$ cat src/rtl/full_adder_unit_if.sv
// Operand/result bundle for full_adder_unit: addends, carry-in and valid in;
// sum, carry-out, signed overflow and valid out.
interface full_adder_unit_if #(
  parameter int unsigned WIDTH = 1
);
  logic [WIDTH-1:0] A;
  logic [WIDTH-1:0] B;
  logic             C;
  logic             in_valid;
  logic [WIDTH-1:0] Sum;
  logic             Carry;
  logic             out_valid;
  logic             overflow;

  modport master (
    output A, B, C, in_valid,
    input  Sum, Carry, out_valid, overflow
  );

  modport slave (
    input  A, B, C, in_valid,
    output Sum, Carry, out_valid, overflow
  );
endinterface

$ cat src/rtl/full_adder_unit.sv
// WIDTH-bit ripple-carry adder built from 1-bit full-adder cells, with an
// optional output register stage that tracks a valid strobe.
module full_adder_cell (
  input  logic a,
  input  logic b,
  input  logic ci,
  output logic s,
  output logic co
);
  assign s  = a ^ b ^ ci;
  assign co = (a & b) | (ci & (a ^ b));
endmodule

module full_adder_unit #(
  parameter int unsigned WIDTH   = 1,
  parameter bit          REG_OUT = 1'b1
) (
  input  logic               clk,
  input  logic               rst_n,
  full_adder_unit_if.slave   bus
);

  logic [WIDTH:0]   carry_c;
  logic [WIDTH-1:0] sum_c;
  logic             ovf_c;

  assign carry_c[0] = bus.C;

  // One cell per bit; carry ripples LSB to MSB.
  for (genvar i = 0; i < int'(WIDTH); i++) begin : g_cell
    full_adder_cell u_cell (
      .a  (bus.A[i]),
      .b  (bus.B[i]),
      .ci (carry_c[i]),
      .s  (sum_c[i]),
      .co (carry_c[i+1])
    );
  end

  // Carry into MSB vs carry out of MSB; for WIDTH=1 the carry into the MSB is C.
  assign ovf_c = carry_c[WIDTH-1] ^ carry_c[WIDTH];

  if (REG_OUT) begin : g_reg
    logic [WIDTH-1:0] sum_q;
    logic             carry_q;
    logic             ovf_q;
    logic             valid_q;

    // Results load only on valid input, so idle inputs never disturb held values.
    always_ff @(posedge clk or negedge rst_n) begin
      if (!rst_n) begin
        sum_q   <= '0;
        carry_q <= 1'b0;
        ovf_q   <= 1'b0;
        valid_q <= 1'b0;
      end else begin
        valid_q <= bus.in_valid;
        if (bus.in_valid) begin
          sum_q   <= sum_c;
          carry_q <= carry_c[WIDTH];
          ovf_q   <= ovf_c;
        end
      end
    end

    assign bus.Sum       = sum_q;
    assign bus.Carry     = carry_q;
    assign bus.overflow  = ovf_q;
    assign bus.out_valid = valid_q;
  end else begin : g_comb
    logic unused_clk_rst;
    assign unused_clk_rst = clk ^ rst_n;

    assign bus.Sum       = sum_c;
    assign bus.Carry     = carry_c[WIDTH];
    assign bus.overflow  = ovf_c;
    assign bus.out_valid = bus.in_valid;
  end

endmodule

$ cat src/flat_wrapper.sv
// flat-port wrapper written by rule: the top's interface ports become plain ports
module full_adder_unit_flat 
#(
  parameter int unsigned WIDTH   = 1,
  parameter bit          REG_OUT = 1'b1
)
  (clk, rst_n, bus_A, bus_B, bus_C, bus_in_valid, bus_Sum, bus_Carry, bus_out_valid, bus_overflow);
  full_adder_unit_if #(.WIDTH(WIDTH)) bus_i ();
  input  logic clk;
  input  logic rst_n;
  input wire logic [$bits(bus_i.A)-1:0] bus_A;
  input wire logic [$bits(bus_i.B)-1:0] bus_B;
  input wire logic [$bits(bus_i.C)-1:0] bus_C;
  input wire logic [$bits(bus_i.in_valid)-1:0] bus_in_valid;
  output wire logic [$bits(bus_i.Sum)-1:0] bus_Sum;
  output wire logic [$bits(bus_i.Carry)-1:0] bus_Carry;
  output wire logic [$bits(bus_i.out_valid)-1:0] bus_out_valid;
  output wire logic [$bits(bus_i.overflow)-1:0] bus_overflow;
  assign bus_i.A = bus_A;
  assign bus_i.B = bus_B;
  assign bus_i.C = bus_C;
  assign bus_i.in_valid = bus_in_valid;
  assign bus_Sum = bus_i.Sum;
  assign bus_Carry = bus_i.Carry;
  assign bus_out_valid = bus_i.out_valid;
  assign bus_overflow = bus_i.overflow;
  full_adder_unit #(.WIDTH(WIDTH), .REG_OUT(REG_OUT)) u_core (.clk(clk), .rst_n(rst_n), .bus(bus_i));
endmodule
$ cat config.mk
export PLATFORM = sky130hd
export DESIGN_NAME = full_adder_unit_flat
export DESIGN_NICKNAME = d
export VERILOG_FILES = /design/src/rtl/full_adder_unit_if.sv /design/src/rtl/full_adder_unit.sv /design/src/flat_wrapper.sv
export SDC_FILE = /design/constraint.sdc
export NUM_CORES = 1
export LEC_CHECK = 0
export CAP_MARGIN = 20
export CORE_AREA = 5 5 42 44
export DETAILED_ROUTE_END_ITERATION = 16
export DIE_AREA = 0 0 47 49
export PLACE_DENSITY = 0.37
export SLEW_MARGIN = 15
export SYNTH_ARGS = -nofsm -noshare
export SYNTH_HDL_FRONTEND = slang
export SYNTH_SLANG_ARGS = --single-unit
$ cat constraint.sdc
create_clock -name clk -period 1 [get_ports clk]
set_input_delay 0.2 -clock clk [delete_from_list [all_inputs] [get_ports clk]]
set_output_delay 0.2 -clock clk [all_outputs]
set_load 0.02 [all_outputs]
==> Word level (Yosys, flattened, before mapping) <==
Cells that the tools add are included.
W data, S select, Z words.
{ "totals": {"regBits": 4, "latch_bits": 0, "mem_bits_rw": 0, "romBits": 0, "output_inout_bits": 4, "word_cells": 10, "memories": 0} }
{ "classes": {"add_sub_neg": 0, "mul": 0, "div": 0, "order_cmp": 0, "n_eq_ne": 0, "n_shift": 0, "mux": 0, "bitwise": 6, "reduce_logical": 0} }
{ "ops": {"columns": ["op", "count"], "rows": [
  ["$xor A1 B1 Y1", 3],
  ["$and A1 B1 Y1", 2],
  ["$or A1 B1 Y1", 1]
]} }

==> Longest topological paths before layout <==
Gate-level depths: netlist of the first run.
{ "depth": {"depth_word": 4, "mapped_depth": 3, "mapped_depth_nobuf": 3} }

==> Hierarchy <==
Synthesis of the first run repeated with hierarchy kept, for this count alone.
{ "hier_totals": {"hier_cells": 10, "area_unflattened_um2": 160.2} }
{ "by_module_without_submodules": {"columns": ["module", "n_inst", "cells_per_inst", "area_per_inst_um2", "seq_area_each_um2"], "rows": [
  ["full_adder_unit", 1, 9, 140.1, 100.1],
  ["full_adder_cell", 1, 1, 20.0, 0.0]
]} }

==> Worst setup path after synthesis of the first run <==
No wires, ideal clock.
{ "synth_timing": {"path_kind": "input to register", "from": "input bus_C", "to": "register u_core.g_reg.sum_q (netlist: u_core.bus.Sum)", "setup_ps": 125, "arrival_time_ps": 901, "required_time_ps": 875, "setup_slack_ps": -26, "cell_stages": 2, "n_path_buf": 0, "cell_sequence": "fa_1 -> mux2_2"} }
{ "synth_between": {"elab_chain_cells": 1} }
{ "synth_lines": {"columns": ["item", "line_no", "rtl"], "rows": [
  ["from (decl)", "flat_wrapper.sv:13", "input wire logic [$bits(bus_i.C)-1:0] bus_C;"],
  ["$xor A1 B1 Y1", "full_adder_unit.sv:10", "assign s = a ^ b ^ ci;"],
  ["to (signal assigned)", "full_adder_unit.sv:59", "sum_q <= sum_c;"],
  ["to (decl)", "full_adder_unit.sv:44", "logic [WIDTH-1:0] sum_q;"]
]} }
No other way between the ends.
A chain may end at the register's enable or synchronous reset.

==> Worst setup path in the final report of the first run <==
{ "layout_timing": {"from": "input bus_B", "to": "register u_core.g_reg.sum_q (netlist: u_core.bus.Sum)"} }
{ "layout_between": {"elab_chain_cells": 2} }
{ "layout_lines": {"columns": ["item", "line_no", "rtl"], "rows": [
  ["from (decl)", "flat_wrapper.sv:12", "input wire logic [$bits(bus_i.B)-1:0] bus_B;"],
  ["$xor A1 B1 Y1 (2 in series)", "full_adder_unit.sv:10", null],
  ["via u_core.g_cell[0].u_cell.s", "full_adder_unit.sv:7", "output logic s,"]
]} }
The timed path passes the listed nets, and every way through them passes these cells.

==> reports/metrics.cfg, run 1 <==
[timing]
holdWs_ns=0.179
setup_tns_ns=0
tightest_slew_ns=0.198
relSlewSlack=0.868
slew_violations=0
period_minus_slack_ns=0.990
finalCritPeriodShare=0.990
rsz0062_at_grt=no
skew_ns=0
fmax_ghz=1.01
fin_ws_ns=0.00994
setup_viol=0
hold_violations=0

[clocking]
clock_path_buffers=2
cts-htree-levels=1
cts_tree=done
worst_setup_hold_path_clk_slew_ns=0.04
clock_sinks=4
cts_buffers=3
cts_root_buffer=clkbuf_4
post-cts-setup-buffers=0
insertion_delay_ns=0.23

[synthesis]
avgSynthCellArea_sq_um=16.0
yosysMostFrequentCell=dfrtp_1
synthesis.area_sq_um=160
synth_async_sr_flop_share=1.00
synthCells=10
synth_top_area_frac=0.625
synth_cell_types=6
ys_ff_latch=4
synthFlopType=dfrtp_1
synth_common_cells=4 x dfrtp_1, 2 x mux2_2
synth-edff-count=0
yosys_warnings=0
synth_fp_nets=17
netlist_top_cells_area=dfrtp_1 63%, mux2_2 14%, fa_1 13%
synth_top_area_cell=dfrtp_1
synth-seq-area-share=0.625

[placement]
numPortBuffers=9
dp_hpwl_microns=293
gp_congestion=0.632
place_ws_ns=-0.540

[floorplanning]
initial_core_util=0.114
dieArea_sq_mm=0.00230
rows=14
io_pins=10
coreArea_sq_mm=0.00140
die_x_microns=47
die_h_microns=49

[routing]
antenna_left=0
dr_total_vias=125
wl_per_cell_microns=9.10
wirelength_microns=364
post-route-drc-count=0
viasPerCell=3.13
drt_iter0_drc=5
dr.pass1.iters=4

[finish]
syn_to_final_growth_pct=84.4
layout.nets=33
drive_above_1_share=0.542
antenna_cells=0
final_core_util=0.211

[critical_path]
crit_required_ns=1.11
slowest_stage=fa_2
rr_startpoint=u_core.bus.Sum
r2r_slack_ns=0.26
cp.arrival_ns=1.10
start_kind=primary input
path_max_fanout=1
worst-setup-path-type=primary input to flip-flop
rr_endpoint=u_core.bus.Sum
end_kind=flip-flop
slowest_delay_ns=0.45
path_cells=clkdlybuf4s15_1, fa_2, mux2_4
r2r_cells=1

[power_and_ir_drop]
p_per_area_mw_per_mm2=1700
p_leak_nw=0.131
power_uw=502
ir_drop_uv=659

[job]
drv_cap=0

[run_status]
outcome=complete, no violations

[grt]
grt_max_degree=5
grt_util_all_layers=0.0396
grt_pass1_wl_microns=558
first_global_vias=138
antenna_found_initial=0
overflow=0

[hold_path]
hp-class=primary input to asynchronous set/reset pin

worst max-delay path: cells and delay by family:
family     cells  cell delay, ns
fa+ha+maj      1            0.45
buf+inv        1            0.19
mux            1            0.26
layer usage:
layer / GRT usage / share of wire / routed length (microns) / up-vias
met5: 0 / 0 / 0 / -
met4: 0.0138 / 0 / 0 / 0
met3: 0.0590 / 0.15 / 54 / 0
met2: 0.0407 / 0.39 / 141 / 7
met1: 0.0424 / 0.46 / 168 / 56
li1: - / - / - / 62
final cells by class:
cell class	count	area [sq um]
Clock buffer	3	22.5
Sequential cell	4	100
Fill cell	164	1110
Multi-Input combinational cell	6	66.3
Timing Repair Buffer	11	86.3
Tap cell	16	20.0
worst max path at each step:
stage	startpoint	endpoint	slack, ns	depth (start not counted)
5_1_grt	u_core.bus.Carry	bus_Carry	0.0004	1
2_1_floorplan	bus_C	u_core.bus.Sum	-0.006	2
6_report	bus_B	u_core.bus.Sum	0.01	3
4_1_cts	bus_C	u_core.bus.Sum	0.003	3
3_5_place_dp	bus_C	u_core.bus.Sum	-0.54	3
3_3_place_gp	bus_C	u_core.bus.Sum	-0.53	3
where the power goes:
| part | internal [mW] | leakage, nW | switching (mW) |
|---|---|---|---|
| Sequential | 0.184 | 0.0462 | 0.00861 |
| Clock | 0.134 | 0.0138 | 0.0603 |
| Combinational | 0.0588 | 0.0707 | 0.0570 |
cells by family (layout without fill, tap and decap cells):
family | Yosys count | after routing | share of synthesized area
flops | 4 | 4 | 0.625
mux | 2 | 2 | 0.141
fa+ha+maj | 1 | 1 | 0.125
compound gates | 1 | 1 | 0.0312
xor+xnor | 1 | 1 | 0.0547
simple gates | 1 | 1 | 0.0234
buf+inv | 0 | 14 | 0
repair_timing:
action                                 in CTS  in global routing
pin swaps                                   1                  1
endpoints found under the hold margin       0                  0
hold buffers                                0                  0
setup endpoints to repair                   7                  1
resized for setup                          23                  1
sequential cells by signal, summed over array words and instances (netlist names):
| register | flops |
|---|---|
| u_core.bus.Carry | 1 |
| u_core.bus.Sum | 1 |
| u_core.bus.out_valid | 1 |
| u_core.bus.overflow | 1 |
placed cells by master, fill, tap and decap left out:
cell type        instances
fa_2                     1
clkdlybuf4s15_2          1
buf_4                    2
clkdlybuf4s50_1          2
clkdlybuf4s15_1          2
a21oi_1                  1
mux2_4                   1
buf_2                    4
nor2_1                   1
xnor2_1                  1
mux2_2                   1
dfrtp_1                  4
clkbuf_4                 3
through the flow:
stage          cells  area, sq um
3_3_place_gp      37          288
4_1_cts           40          294
3_5_place_dp      37          288
2_1_floorplan     10          163
5_1_grt           40          295
6_report          40          295
(Power assumes the default switching activity.)
==> run 2: changes to the inputs <==
--- a/config.mk
+++ b/config.mk
@@ -5,10 +5,11 @@
 export SDC_FILE = /design/constraint.sdc
 export NUM_CORES = 1
 export LEC_CHECK = 0
-export CAP_MARGIN = 20
+export CAP_MARGIN = 10
 export CORE_AREA = 5 5 42 44
 export DETAILED_ROUTE_END_ITERATION = 16
 export DIE_AREA = 0 0 47 49
+export GPL_TIMING_DRIVEN = 1
 export PLACE_DENSITY = 0.37
 export SLEW_MARGIN = 15
 export SYNTH_ARGS = -nofsm -noshare
==> results of run 2 <==
Final layout, timing and power as in run 1 (identical DEF).
==> run 3: changes to the inputs <==
--- a/config.mk
+++ b/config.mk
@@ -6,11 +6,12 @@
 export NUM_CORES = 1
 export LEC_CHECK = 0
 export CAP_MARGIN = 10
-export CORE_AREA = 5 5 42 44
+export CORE_AREA = 2 2 39 41
 export DETAILED_ROUTE_END_ITERATION = 16
-export DIE_AREA = 0 0 47 49
+export DIE_AREA = 0 0 41 43
 export GPL_TIMING_DRIVEN = 1
 export PLACE_DENSITY = 0.37
+export REMOVE_ABC_BUFFERS = 1
 export SLEW_MARGIN = 15
 export SYNTH_ARGS = -nofsm -noshare
 export SYNTH_HDL_FRONTEND = slang
==> run 3 against run 2 <==
Compared with the run above: sequential share of layout area is 0.28 points lower; flip-flop and latch count stayed put; sequential power hardly changed; clock-buffer cell count stayed put; clock power is 4% higher; die area is 23% lower; cell count is 2.5% higher; combinational power is 12% higher; via count is 7.2% higher; register-to-register slack worse by 0.12 ns; worst hold slack worse by 0.0080 ns; critical path type unchanged; largest cell class unchanged; highest routed layer unchanged.
==> reports/metrics.cfg, run 3 (synthesized netlist as in run 1, its figures left out) <==
[floorplanning]
io_pins=10  ; unchanged
dieArea_sq_mm=0.00176  ; -23%
coreArea_sq_mm=0.00138  ; -1.2%
die_h_microns=43  ; -12%
rows=14  ; unchanged
die_x_microns=41  ; -13%
initial_core_util=0.116  ; +0.00145

[critical_path]
r2r_cells=2  ; +1
r2r_slack_ns=0.14  ; -0.12 ns
rr_startpoint=u_core.bus.Sum
start_kind=primary input
end_kind=flip-flop
cp.arrival_ns=1.09  ; about the same
worstSetupEndpoint=u_core.bus.Sum
crit_required_ns=1.11  ; about the same
rr_endpoint=u_core.bus.Sum
critPathLaunch=bus_A
worst-setup-path-type=primary input to flip-flop
path_max_fanout=1  ; unchanged

[placement]
gp_congestion=0.585  ; -7.5%
place_ws_ns=-0.520  ; +0.0206 ns
dp_hpwl_microns=259  ; -12%
numPortBuffers=9  ; unchanged

[timing]
rsz0062_at_grt=no
finalCritPeriodShare=0.976  ; -0.0145
hold_violations=0  ; unchanged
tightest_slew_ns=0.192  ; -0.00614 ns
period_minus_slack_ns=0.976  ; -0.0145 ns
fmax_ghz=1.03  ; +1.5%
setup_viol=0  ; unchanged
slew_violations=0  ; unchanged
fin_ws_ns=0.0244  ; +0.0145 ns
skew_ns=0  ; unchanged
relSlewSlack=0.872  ; +0.00410

[finish]
layout.nets=34  ; +3.0%
syn_to_final_growth_pct=85.9
antenna_cells=0  ; unchanged
drive_above_1_share=0.560  ; +0.0183
layout_common_cells=4 x buf_4, 4 x dfrtp_1, 3 x clkbuf_4, 3 x buf_2, 2 x clkdlybuf4s50_1
final_core_util=0.215  ; +0.00448

[clocking]
cts_root_buffer=clkbuf_4
cts_buffers=3  ; unchanged
cts-htree-levels=1  ; unchanged
clock_path_buffers=2  ; unchanged
insertion_delay_ns=0.23  ; about the same
cts_hold_buffers=0  ; unchanged
worst_setup_hold_path_clk_slew_ns=0.04  ; about the same
cts_tree=done
clock_sinks=4  ; unchanged

[routing]
wirelength_microns=352  ; -3.3%
dr_total_vias=134  ; +7.2%
post-route-drc-count=0  ; unchanged
viasPerCell=3.27  ; +4.6%
wl_per_cell_microns=8.59  ; -5.7%
drt_iter0_drc=0  ; -5
dr.pass1.iters=1  ; -3
antenna_left=0  ; unchanged

[power_and_ir_drop]
ir_drop_uv=496  ; -25%
power_uw=523  ; +4.2%
p_leak_nw=0.137  ; +4.7%
p_per_area_mw_per_mm2=1760  ; +3.3%

[grt]
grt_max_degree=5  ; unchanged
grt_pass1_wl_microns=565  ; +1.3%
grt_util_all_layers=0.0565  ; +0.0169
overflow=0  ; unchanged
gr-usage-met1=0.0523  ; +0.00988
use_met3=0.0576  ; -0.00145
first_global_vias=143  ; +3.6%
use_met2=0.0625  ; +0.0218
antenna_found_initial=0  ; unchanged
busiest_layer=met2

[hold_path]
hp-class=primary input to asynchronous set/reset pin

[run_status]
outcome=complete, no violations

[job]
drv_cap=0  ; unchanged

==> run 3: power by group <==
group / total, mW / leakage, nW / internal (mW) / switching (mW)
clock network: 0.201 / 0.0138 / 0.134 / 0.0667
logic: 0.130 / 0.0768 / 0.0713 / 0.0588
registers: 0.192 / 0.0462 / 0.183 / 0.00851
total: 0.523 / 0.137 / 0.389 / 0.134
==> run 3: how the worst min path moves through the flow <==
stage | end | start | cells past startpoint
floorplan | u_core.bus.Carry | rst_n | 0
global placement | u_core.bus.Sum | rst_n | 1
detailed placement | u_core.bus.out_valid | rst_n | 1
CTS | u_core.bus.out_valid | rst_n | 1
global route | u_core.bus.out_valid | rst_n | 1
finish | u_core.bus.Carry | rst_n | 1
==> run 3: area by class of cell <==
type                    count  area, sq um
fillers                   151         1090
flip-flops and latches      4          100
repair buffers             12         91.3
multi-input cells           6         63.8
clock buffers               3         22.5
well taps                  16         20.0
==> run 3: stage by stage <==
| stage | instance area (sq um) | hold slack [ns] | cells | TNS [ns] |
|---|---|---|---|---|
| after global routing | 298 | 0.175 | 41 | 0 |
| after CTS | 292 | 0.166 | 40 | 0 |
| after floorplan | 160 | -0.0956 | 10 | -0.0440 |
| final | 298 | 0.171 | 41 | 0 |
| after detailed placement | 285 | 0.422 | 37 | -2.03 |
| after global placement | 285 | 0.421 | 37 | -1.99 |
==> run 3: timing repair <==
action,in CTS,in global routing
buffers inserted,0,1
setup endpoints to repair,7,4
pin swaps,1,1
gates resized for setup,23,3
==> run 3: critical path: stages <==
cell,delay [ns]
clkdlybuf4s15_1,0.18
fa_1,0.45
mux2_4,0.26
==> run 3: per-layer routing <==
| metal | share of wire | up-vias |
|---|---|---|
| met5 | 0 | - |
| met4 | 0 | 0 |
| met3 | 0.23 | 0 |
| met2 | 0.35 | 10 |
| met1 | 0.41 | 59 |
| li1 | - | 65 |
